**config.mk**
```make
export PLATFORM = sky130hd
export DESIGN_NAME = ram_loader
export DESIGN_NICKNAME = d
export VERILOG_FILES = /design/src/rtl/ram_rw_pkg.sv /design/src/rtl/edge2en.sv /design/src/rtl/ram_loader.sv
export SDC_FILE = /design/constraint.sdc
export NUM_CORES = 1
export LEC_CHECK = 0
export ABC_AREA = 0
export CAP_MARGIN = 15
export CORE_MARGIN = 8
export CORE_UTILIZATION = 30
export CTS_CLUSTER_SIZE = 10
export DETAILED_ROUTE_END_ITERATION = 10
export HOLD_SLACK_MARGIN = 0.05
export MAX_ROUTING_LAYER = met4
export PLACE_DENSITY_LB_ADDON = 0.25
export SLEW_MARGIN = 20
export SYNTH_ARGS = -nofsm -noshare
export SYNTH_HDL_FRONTEND = slang
export SYNTH_SLANG_ARGS = --single-unit
export TNS_END_PERCENT = 100
```
**constraint.sdc**
```tcl
create_clock -name clk_i -period 2.6 [get_ports clk_i]
set_input_delay 0.52 -clock clk_i [delete_from_list [all_inputs] [get_ports clk_i]]
set_output_delay 0.52 -clock clk_i [all_outputs]
set_load 0.02 [all_outputs]
```
**src/rtl/ram_rw_pkg.sv**
```systemverilog
// Shared definitions for the UART RAM/CPU-control protocol: command codes,
// request opcodes and the loader's internal state encodings.
package ram_rw_pkg;

    localparam int XLEN = 32;

    typedef enum logic [7:0] {
        CMD_RST     = 8'h2a,
        CMD_RUN     = 8'h2b,
        CMD_CONF_WR = 8'h2c,
        CMD_CONF_RD = 8'h2d,
        CMD_DATA_WR = 8'h2e,
        CMD_DATA_RD = 8'h2f
    } cmd_en_t;

    typedef enum logic [1:0] {
        OP_RST  = 2'd0,
        OP_RUN  = 2'd1,
        OP_LOAD = 2'd2,
        OP_DUMP = 2'd3
    } op_e;

    typedef enum logic [2:0] {
        ST_IDLE,
        ST_SEND_CMD,
        ST_SEND_CFG,
        ST_SEND_DCMD,
        ST_FETCH,
        ST_SEND_DATA,
        ST_RECV,
        ST_DONE
    } loader_state_e;

    typedef enum logic [1:0] {
        TX_LAUNCH,
        TX_ACK,
        TX_WAIT_IDLE
    } tx_phase_e;

    // RST and RUN are single-byte commands; LOAD and DUMP open with a config write.
    function automatic cmd_en_t op_cmd(input op_e op);
        case (op)
            OP_RST:  return CMD_RST;
            OP_RUN:  return CMD_RUN;
            default: return CMD_CONF_WR;
        endcase
    endfunction

    function automatic logic [7:0] cfg_byte(input logic [XLEN-1:0] addr,
                                            input logic [XLEN-1:0] size,
                                            input logic [2:0]      idx);
        logic [2*XLEN-1:0] cfg;
        cfg = {size, addr};
        return cfg[{idx, 3'b000} +: 8];
    endfunction

endpackage

```
**src/rtl/edge2en.sv**
```systemverilog
// Rising-edge detector: rise_o is high for the single cycle in which in_i
// is high after having been low on the previous clock.
module edge2en (
    input  logic clk_i,
    input  logic rst_n_i,
    input  logic in_i,
    output logic rise_o
);

    logic in_q;

    always_ff @(posedge clk_i or negedge rst_n_i) begin
        if (!rst_n_i) begin
            in_q <= 1'b0;
        end else begin
            in_q <= in_i;
        end
    end

    assign rise_o = in_i & ~in_q;

endmodule

```
**src/rtl/ram_loader.sv**
```systemverilog
// Host-side UART command initiator: turns RST/RUN/LOAD/DUMP requests into the
// responder's byte protocol, streaming load data in and dump data out.
module ram_loader
    import ram_rw_pkg::*;
(
    input  logic            clk_i,
    input  logic            rst_n_i,
    input  logic            req_vld_i,
    input  logic [1:0]      req_op_i,
    input  logic [XLEN-1:0] req_addr_i,
    input  logic [XLEN-1:0] req_size_i,
    output logic            req_rdy_o,
    output logic            done_o,
    output logic            src_rd_o,
    input  logic [7:0]      src_data_i,
    output logic [7:0]      snk_data_o,
    output logic            snk_vld_o,
    output logic [7:0]      uart_tx_data_o,
    output logic            uart_tx_data_vld_o,
    input  logic            uart_tx_data_rdy_i,
    input  logic [7:0]      uart_rx_data_i,
    input  logic            uart_rx_data_vld_i,
    output logic            uart_rx_data_rdy_o
);

    loader_state_e   state_q, state_d;
    tx_phase_e       phase_q;
    op_e             op_q;
    logic [XLEN-1:0] addr_q, size_q, cnt_q;
    logic [7:0]      load_q, tx_byte;
    logic            fetch_q, tx_rise, rx_rise, tx_done, cnt_last, sending, accept;

    edge2en u_tx_rdy_edge (
        .clk_i   (clk_i),
        .rst_n_i (rst_n_i),
        .in_i    (uart_tx_data_rdy_i),
        .rise_o  (tx_rise)
    );

    edge2en u_rx_vld_edge (
        .clk_i   (clk_i),
        .rst_n_i (rst_n_i),
        .in_i    (uart_rx_data_vld_i),
        .rise_o  (rx_rise)
    );

    assign req_rdy_o = (state_q == ST_IDLE) || (state_q == ST_DONE);
    assign done_o    = (state_q == ST_DONE);
    assign src_rd_o  = (state_q == ST_FETCH);
    assign accept    = req_vld_i & req_rdy_o;
    assign cnt_last  = (cnt_q == size_q);
    assign sending   = state_q inside {ST_SEND_CMD, ST_SEND_CFG, ST_SEND_DCMD, ST_SEND_DATA};
    // A byte only counts as finished once the transmitter reports idle again.
    assign tx_done   = (phase_q == TX_WAIT_IDLE) && tx_rise;

    always_ff @(posedge clk_i or negedge rst_n_i) begin
        if (!rst_n_i) begin
            state_q <= ST_IDLE;
        end else begin
            state_q <= state_d;
        end
    end

    always_comb begin
        state_d = state_q;
        case (state_q)
            ST_IDLE:      if (req_vld_i) state_d = ST_SEND_CMD;
            ST_SEND_CMD:  if (tx_done) state_d = (op_q == OP_RST || op_q == OP_RUN) ? ST_DONE : ST_SEND_CFG;
            ST_SEND_CFG:  if (tx_done && cnt_q[2:0] == 3'd7) state_d = ST_SEND_DCMD;
            ST_SEND_DCMD: if (tx_done) state_d = (op_q == OP_LOAD) ? ST_FETCH : ST_RECV;
            ST_FETCH:     state_d = ST_SEND_DATA;
            ST_SEND_DATA: if (tx_done) state_d = cnt_last ? ST_DONE : ST_FETCH;
            ST_RECV:      if (rx_rise && cnt_last) state_d = ST_DONE;
            ST_DONE:      state_d = req_vld_i ? ST_SEND_CMD : ST_IDLE;
            default:      state_d = ST_IDLE;
        endcase
    end

    // The fetched byte is only on src_data_i for one cycle, so it is also parked in load_q.
    always_comb begin
        tx_byte = 8'h00;
        case (state_q)
            ST_SEND_CMD:  tx_byte = op_cmd(op_q);
            ST_SEND_CFG:  tx_byte = cfg_byte(addr_q, size_q, cnt_q[2:0]);
            ST_SEND_DCMD: tx_byte = (op_q == OP_LOAD) ? CMD_DATA_WR : CMD_DATA_RD;
            ST_SEND_DATA: tx_byte = fetch_q ? src_data_i : load_q;
            default:      tx_byte = 8'h00;
        endcase
    end

    always_ff @(posedge clk_i or negedge rst_n_i) begin
        if (!rst_n_i) begin
            op_q    <= OP_RST;
            addr_q  <= '0;
            size_q  <= '0;
            fetch_q <= 1'b0;
            load_q  <= 8'h00;
        end else begin
            fetch_q <= (state_q == ST_FETCH);
            if (fetch_q) begin
                load_q <= src_data_i;
            end
            if (accept) begin
                op_q   <= op_e'(req_op_i);
                addr_q <= req_addr_i;
                size_q <= req_size_i;
            end
        end
    end

    // Cleared when leaving the command states so it starts at zero in SEND_CFG, FETCH and RECV.
    always_ff @(posedge clk_i or negedge rst_n_i) begin
        if (!rst_n_i) begin
            cnt_q <= '0;
        end else if ((state_q == ST_SEND_CMD || state_q == ST_SEND_DCMD) && tx_done) begin
            cnt_q <= '0;
        end else if (((state_q == ST_SEND_CFG || state_q == ST_SEND_DATA) && tx_done) ||
                     (state_q == ST_RECV && rx_rise)) begin
            cnt_q <= cnt_q + XLEN'(1);
        end
    end

    always_ff @(posedge clk_i or negedge rst_n_i) begin
        if (!rst_n_i) begin
            phase_q            <= TX_LAUNCH;
            uart_tx_data_vld_o <= 1'b0;
            uart_tx_data_o     <= 8'h00;
        end else begin
            case (phase_q)
                TX_LAUNCH: begin
                    if (sending && uart_tx_data_rdy_i) begin
                        uart_tx_data_vld_o <= 1'b1;
                        uart_tx_data_o     <= tx_byte;
                        phase_q            <= TX_ACK;
                    end
                end
                TX_ACK: begin
                    if (!uart_tx_data_rdy_i) begin
                        uart_tx_data_vld_o <= 1'b0;
                        phase_q            <= TX_WAIT_IDLE;
                    end
                end
                TX_WAIT_IDLE: begin
                    if (tx_rise) begin
                        phase_q <= TX_LAUNCH;
                    end
                end
                default: phase_q <= TX_LAUNCH;
            endcase
        end
    end

    // Bytes arriving outside RECV are still acknowledged so the link never stalls.
    always_ff @(posedge clk_i or negedge rst_n_i) begin
        if (!rst_n_i) begin
            uart_rx_data_rdy_o <= 1'b0;
            snk_vld_o          <= 1'b0;
            snk_data_o         <= 8'h00;
        end else begin
            if (rx_rise) begin
                uart_rx_data_rdy_o <= 1'b1;
            end else if (!uart_rx_data_vld_i) begin
                uart_rx_data_rdy_o <= 1'b0;
            end
            snk_vld_o <= rx_rise && (state_q == ST_RECV);
            if (rx_rise && state_q == ST_RECV) begin
                snk_data_o <= uart_rx_data_i;
            end
        end
    end

endmodule

```
==> results of run 1 <==
-- power by group --
part           total (mW)  leakage (nW)  internal (mW)  switching [mW]
clock network        2.44         0.288           1.48           0.963
registers            3.48          1.65           2.84           0.638
logic                3.34          1.81           1.84            1.49
total                9.26          3.75           6.17            3.09
-- metrics by stage --
stage	instances	util [%]
after detailed placement	926	37.1
after CTS	958	39.8
final	958	39.8
after floorplan	542	-
after global placement	926	37.1
after global routing	958	39.8
-- worst paths after layout --
check	to	slack [ns]
min reg2reg	uart_rx_data_rdy_o	0.47
max reg2reg	state_q[2]	0.42
max in group asynchronous	addr_q[9]	1.80
min	addr_q[11]	0.1
min in group clk_i	uart_rx_data_rdy_o	0.47
max	src_rd_o	0.14
-- Yosys cell counts, drive strengths merged (2+ instances only) --
cell type  number  area (µm²)
inv             8        30.0
o211ai          8        60.1
nor3           10        72.6
xnor2           9        78.8
mux4           16         360
xor2           50         438
mux2           76         856
nand4b          2        32.5
nand3b          2        15.0
a21o            2        15.0
nand3          11        55.1
buf            19         146
mux2i           7        70.1
nor3b           2        15.0
clkbuf          7        36.3
a21oi          19        98.9
nor2           42         158
nand4          16         115
or2             3        18.8
o21a            6        45.0
nor4            8        50.1
and4            3        28.8
o21ai           9        48.8
and2b           2        15.0
dfrtp         133        3330
ha              2        25.0
and3            7        46.3
nor2b           2        12.5
nand2          45         169
-- repair_timing --
item	4_1_cts	5_1_grt
hold buffers	0	0
resized for setup	0	1
endpoints found under the setup margin	0	1
-- flip-flops by register name (all words and copies together) (netlist names) --
| name | count |
|---|---|
| state_q | 3 |
| uart_tx_data_vld_o | 1 |
| fetch_q | 1 |
| u_rx_vld_edge.in_q | 1 |
| phase_q | 2 |
| snk_data_o | 8 |
| u_tx_rdy_edge.in_q | 1 |
| uart_tx_data_o | 8 |
| uart_rx_data_rdy_o | 1 |
| snk_vld_o | 1 |
| cnt_q | 32 |
| addr_q | 32 |
| size_q | 32 |
| load_q | 8 |
| op_q | 2 |
-- per-layer routing --
layer  global-route usage, %  vias to the layer above  part of all wire, %
met4                    4.96                        0                  1.9
met2                    20.8                      120                   45
met3                    3.36                       22                  4.1
li1                        -                     2179                    -
met5                       -                        -                    0
met1                    19.2                     2328                   49
-- kinds of logic after synthesis --
logic type | after synthesis | share of synthesized area, %
compound gates | 51 | 5.03
fa+ha+maj | 3 | 0.532
mux | 99 | 19.5
simple gates | 162 | 13.2
flops | 133 | 50.5
buf+inv | 35 | 3.29
xor+xnor | 59 | 7.85
-- critical path, cell delays in order (launching register included) --
cell             delay [ns]
dfrtp_1                0.44
buf_4                  0.23
nor2_1                 0.20
clkdlybuf4s50_1        0.65
-- cell usage in the layout, fill, tap and decap left out, types with 5 or more instances in the layout --
| master | netlist | layout |
|---|---|---|
| nand2_1 | 45 | 44 |
| nor3_1 | 8 | 8 |
| o211ai_1 | 8 | 8 |
| o21a_1 | 6 | 6 |
| a21oi_1 | 18 | 18 |
| nor4_1 | 8 | 8 |
| nor2_1 | 42 | 42 |
| clkbuf_16 | 0 | 17 |
| inv_6 | 0 | 5 |
| mux4_2 | 16 | 16 |
| clkdlybuf4s50_1 | 0 | 106 |
| and3_1 | 5 | 5 |
| o21ai_0 | 7 | 7 |
| buf_4 | 3 | 20 |
| mux2_2 | 76 | 76 |
| nand3_1 | 11 | 11 |
| inv_1 | 8 | 8 |
| nand4_1 | 15 | 15 |
| dfrtp_1 | 133 | 133 |
| xor2_1 | 50 | 50 |
| xnor2_1 | 9 | 9 |
| mux2i_1 | 7 | 7 |
-- layout make-up --
type / count / area, µm²
inverter: 9 / 33.8
multi-input combinational: 374 / 3040
clock buffer: 20 / 457
tap: 280 / 350
sequential: 133 / 3330
timing repair buffer: 130 / 1280
clock inverter: 12 / 141
fill: 2042 / 13100
==> summary.md, run 1 <==
| Metric | Value |
|---|---|
| Run status | completed |
| Clock transition at path regs | 0.06 ns |
| Drt drc | 0 |
| Chip height | 164 µm |
| Setup TNS | 0 ns |
| Worst slew margin | roughly three fifths |
| CTS tree | done |
| Total CTS buffers | 17 |
| Worst-skew pair later-pin latency | 0.42 ns |
| Post-CTS setup repair buffer count | 0 |
| Total power | a little over 9 mW |
| Share of cells above drive strength 1 | roughly 24% |
| DR pass1 iterations | 5 |
| WS Path Type | reg -> out |
| Via density | 4.85 |
| Starting Density | between 30 and 40% |
| Post-synth EDFFs | 0 |
| Total core area | between 20000 and 25000 µm² |
| Largest net degree at the start of global routing | 67 |
| Final Wtd Congestion | slightly below 0.9 |
| Period minus WS final | 2.46 ns |
| WP data required | ~2.1 ns |
| Io pins | around 110 |
| Rows | 54 |
| Setup-failing EPs final | 0 |
| Worst Skew | roughly 0.0062 ns |
| Maximum VDD drop | between 500 and 600 µV |
| WL/cell | about 19 µm |
| Die Footprint | 27000 µm² |
| Hold Path Class | in -> async |
| Start point of the critical path | state_q[1] |
| Least-Margin Pin Slew | ~0.59 ns |
| Post-synthesis sequential area ratio | about half |
| Flops & latches, synth | around 130 |
| Mean Syn Cell Area | roughly 12 µm² |
| CP endpoint kind | output pin |
| First-pass GRT wire length | between 20000 and 30000 µm |
| Worst hold slack | 0.0978 ns |
| Vias | roughly 4600 |
| Total Routed Length | 17800 µm |
| Synthesized Nets | roughly 630 |
| Area Growth Syn to Fin | 31.2% |
| Synthesis Warnings | 0 |
| HPWL Detailed | between 10000 and 15000 µm |
| Number of diodes | 0 |
| H-tree depth | 4 |
| R2R cell count | 8 |
| Die Wd | 164 µm |
| Leakage power | 3.75 nW |
| Final Max Slew Viols | 0 |
| Startpoint Class | flop |
| Final setup margin | 0.136 ns |
| Place WS | 0.178 ns |
| Power per cell area | 1070 nW/µm² |
| Port Buffers | around 110 |
| CTS sink cnt | around 130 |
| Crit path max fanout | 18 |
| Final period utilization | ~95% |
| Final Instance Area | 8640 µm² |
| Unrepaired setup endpoints after global routing | no |
| Final Hold Fails | 0 |
| Mapped Cells | between 500 and 600 |
| Worst r2r src | cnt_q[0] |
| Fin nets | about 750 |
| Max Root-Sink Buffers | 2 |
| Total grt overflow | 0 |
| F_max | about 410 MHz |
| Async SR Flop Fraction | 100% |
| Vias in the first global route | ~5000 |
| CTS root buf | clkbuf_16 |
| Crit path DAT | slightly below 2 ns |
| Initial DRC count | 324 |
| Post-synthesis instance area | between 6000 and 7000 µm² |
| Netlist cell types | 56 |
| Synth Flop Type | dfrtp_1 |
| GRT Total Usage | roughly 14% |
| Area post-placement | about 8000 µm² |
| Max Cap Viol | 0 |
| Antenna violations before repair | 0 |
| Number of routed nets with antenna violations | 0 |
Power figures use the tool's default switching activity.
==> run 2: changes to the inputs <==
--- a/config.mk
+++ b/config.mk
@@ -9,7 +9,7 @@
 export CAP_MARGIN = 15
 export CORE_MARGIN = 8
 export CORE_UTILIZATION = 30
-export CTS_CLUSTER_SIZE = 10
+export CTS_CLUSTER_SIZE = 24
 export DETAILED_ROUTE_END_ITERATION = 10
 export HOLD_SLACK_MARGIN = 0.05
 export MAX_ROUTING_LAYER = met4
==> results of run 2 <==
No change in the layout: final DEF, timing and power equal those of run 1.
==> run 3: changes to the inputs <==
--- a/config.mk
+++ b/config.mk
@@ -14,8 +14,9 @@
 export HOLD_SLACK_MARGIN = 0.05
 export MAX_ROUTING_LAYER = met4
 export PLACE_DENSITY_LB_ADDON = 0.25
-export SLEW_MARGIN = 20
+export SLEW_MARGIN = 10
 export SYNTH_ARGS = -nofsm -noshare
 export SYNTH_HDL_FRONTEND = slang
+export SYNTH_HIERARCHICAL = 1
 export SYNTH_SLANG_ARGS = --single-unit
 export TNS_END_PERCENT = 100
==> summary.md, run 3 <==
| Metric | Value |
|---|---|
| Total CTS buffers | 17 |
| Run status | completed |
| Port Buffers | ~110 |
| Commonest non-fill, non-tap cell in the layout | dfrtp_1 |
| WS Path Type | reg -> out |
| Synth top area cells | dfrtp_1, mux2_2, mux4_2, xnor2_1, nand2_1 |
| Unrepaired setup endpoints after global routing | no |
| Power per cell area | ~630 nW/µm² |
| HPWL Detailed | between 10000 and 15000 µm |
| Crit path DAT | around 1.9 ns |
| Worst-skew pair later-pin latency | approximately 0.42 ns |
| Max Cap Viol | 0 |
| Synth Flop Type | dfrtp_1 |
| R2R cell count | 6 |
| WP data required | about 2.1 ns |
| Maximum VDD drop | approximately 420 µV |
| Total core area | about 22000 µm² |
| Final setup margin | between 0.2 and 0.25 ns |
| Post-synth EDFFs | 0 |
| Start point of the critical path | state_q[2] |
| Final Max Slew Viols | 0 |
| Synthesis Warnings | 6 |
| Async SR Flop Fraction | 100% |
| Rows | 54 |
| Regs by FF count | addr_q x32, cnt_q x32, size_q x32 |
| Least-Margin Pin Slew | 0.565 ns |
| Antenna violations before repair | 0 |
| Starting Density | a little under a third |
| Number of diodes | 0 |
| Place WS | -0.0405 ns |
| Layout Cells excl Fill | about 1000 |
| Final Hold Fails | 0 |
| Hold wc startpoint | snk_data_o[2] |
| Worst slew margin | about three fifths |
| Crit path max fanout | 7 |
| Leakage power | just under 4 nW |
| Total Routed Length | about 19000 µm |
| Vias in the first global route | around 5400 |
| Most frequent cells in the layout | dfrtp_1, clkdlybuf4s50_1, mux2_2 |
| Hold Path Class | reg -> reg |
| Fin nets | 800 |
| Hold depth | 2 |
| Worst r2r src | cnt_q[5] |
| CP endpoint kind | output pin |
| Initial DRC count | roughly 340 |
| Mapped Cells | just under 600 |
| F_max | 422 MHz |
| Io pins | approximately 110 |
| Die Wd | between 150 and 200 µm |
| CTS root buf | clkbuf_16 |
| Synthesized Nets | between 600 and 700 |
| Post-synthesis instance area | approximately 6700 µm² |
| Chip height | 165 µm |
| Worst Skew | about 0.006 ns |
| Post-CTS setup repair buffer count | 0 |
| Flops & latches, synth | between 100 and 150 |
| Total grt overflow | 0 |
| Synth area leader | dfrtp_1 |
| Commonest cells in the netlist | dfrtp_1, mux2_2, nand2_1 |
| Max Root-Sink Buffers | 2 |
| Largest net degree at the start of global routing | between 60 and 70 |
| Startpoint Class | flop |
| Share of the synthesized area in the top cell type | between 50% and 60% |
| Area Growth Syn to Fin | 34.1% |
| Die Footprint | between 20000 and 30000 µm² |
| Placed Instances | 971 |
| CTS sink cnt | roughly 130 |
| Drt drc | 0 |
| Most frequent cell after synthesis | dfrtp_1 |
| Clock transition at path regs | ~0.06 ns |
| H-tree depth | 4 |
| Setup-failing EPs final | 0 |
| Post-synthesis sequential area ratio | between 50% and 60% |
| Vias | just over 5000 |
| Number of routed nets with antenna violations | 0 |
| Final period utilization | about nine tenths |
| Period minus WS final | around 2.4 ns |
| DR pass1 iterations | 4 |
| GRT Total Usage | between 10 and 15% |
| CTS tree | done |
| Final Wtd Congestion | 0.910 |
| Share of cells above drive strength 1 | about a quarter |
| WL/cell | 18.6 µm |
| First-pass GRT wire length | slightly above 30000 µm |
| Via density | about 5.1 |
| Mean Syn Cell Area | 11.4 µm² |
| Reg2reg setup slack | about 0.34 ns |
| Netlist cell types | 54 |
run 3: changes by cell type after synthesis, moves of 6 or more:
cell	change
a21oi_1	+19
buf_6	-7
clkbuf_1	+15
nand2_1	+9
nor2_1	-18
o211ai_1	-6
o21ai_0	+13
o31ai_1	+11
or3_1	+10
or4_1	+10
xnor2_1	+27
xor2_1	-50
run 3: cell families after synthesis:
group,count (synthesis),synth area share [%]
fa+ha+maj,2,0.376
mux,104,20.1
buf+inv,44,2.67
simple gates,172,13.7
compound gates,92,8.40
xor+xnor,36,4.74
flops,133,50.0
run 3: through the flow:
| step | area [µm²] | utilization (%) | power (mW) | setup TNS [ns] | hold WS (ns) |
|---|---|---|---|---|---|
| after floorplan | 6660 | - | 2.69 | 0 | 0.224 |
| after global placement | 8270 | 37.9 | 3.13 | -0.0341 | 0.436 |
| after detailed placement | 8270 | 37.9 | 3.14 | -0.118 | 0.439 |
| after CTS | 8920 | 40.9 | 5.74 | 0 | 0.484 |
| after global routing | 8930 | 40.9 | 5.92 | 0 | 0.513 |
| final | 8930 | 40.9 | 5.66 | 0 | 0.474 |
run 3: timing repair:
item                                    CTS  global route
resized for setup                         3             2
hold buffers                              1             0
endpoints found under the setup margin    3             1
endpoints found under the hold margin    30             0
run 3: layer usage:
metal	vias up	part of all wire, %	global-route usage [%]
met3	13	5.0	2.89
met5	-	0	-
li1	2382	-	-
met4	0	1.2	4.75
met1	2537	47	20.0
met2	165	47	22.5
run 3: report_power, final:
group          internal (mW)  leakage, nW  switching (mW)
clock network           1.65        0.298           0.922
registers               2.13         1.81          0.0710
logic                  0.440         1.78           0.443
run 3: cell type report:
cell class                      instances  area [µm²]
Fill cell                            2060       12900
Sequential cell                       133        3330
Multi-Input combinational cell        406        3170
Timing Repair Buffer                  142        1400
Clock buffer                           20         457
Tap cell                              280         350
Clock inverter                         12         178
Inverter                               11        41.3
run 3: worst max-delay path: stages, from the launching register on:
cell and delay [ns]:
dfrtp_2 0.43, inv_1 0.10, nor3_4 0.25, clkdlybuf4s50_1 0.65
run 3: final timing paths:
check | endpoint
max reg2reg | cnt_q[22]
min in group asynchronous | size_q[5]
max in group asynchronous | addr_q[7]
min | snk_data_o[2]
max | done_o
min reg2reg | snk_data_o[2]
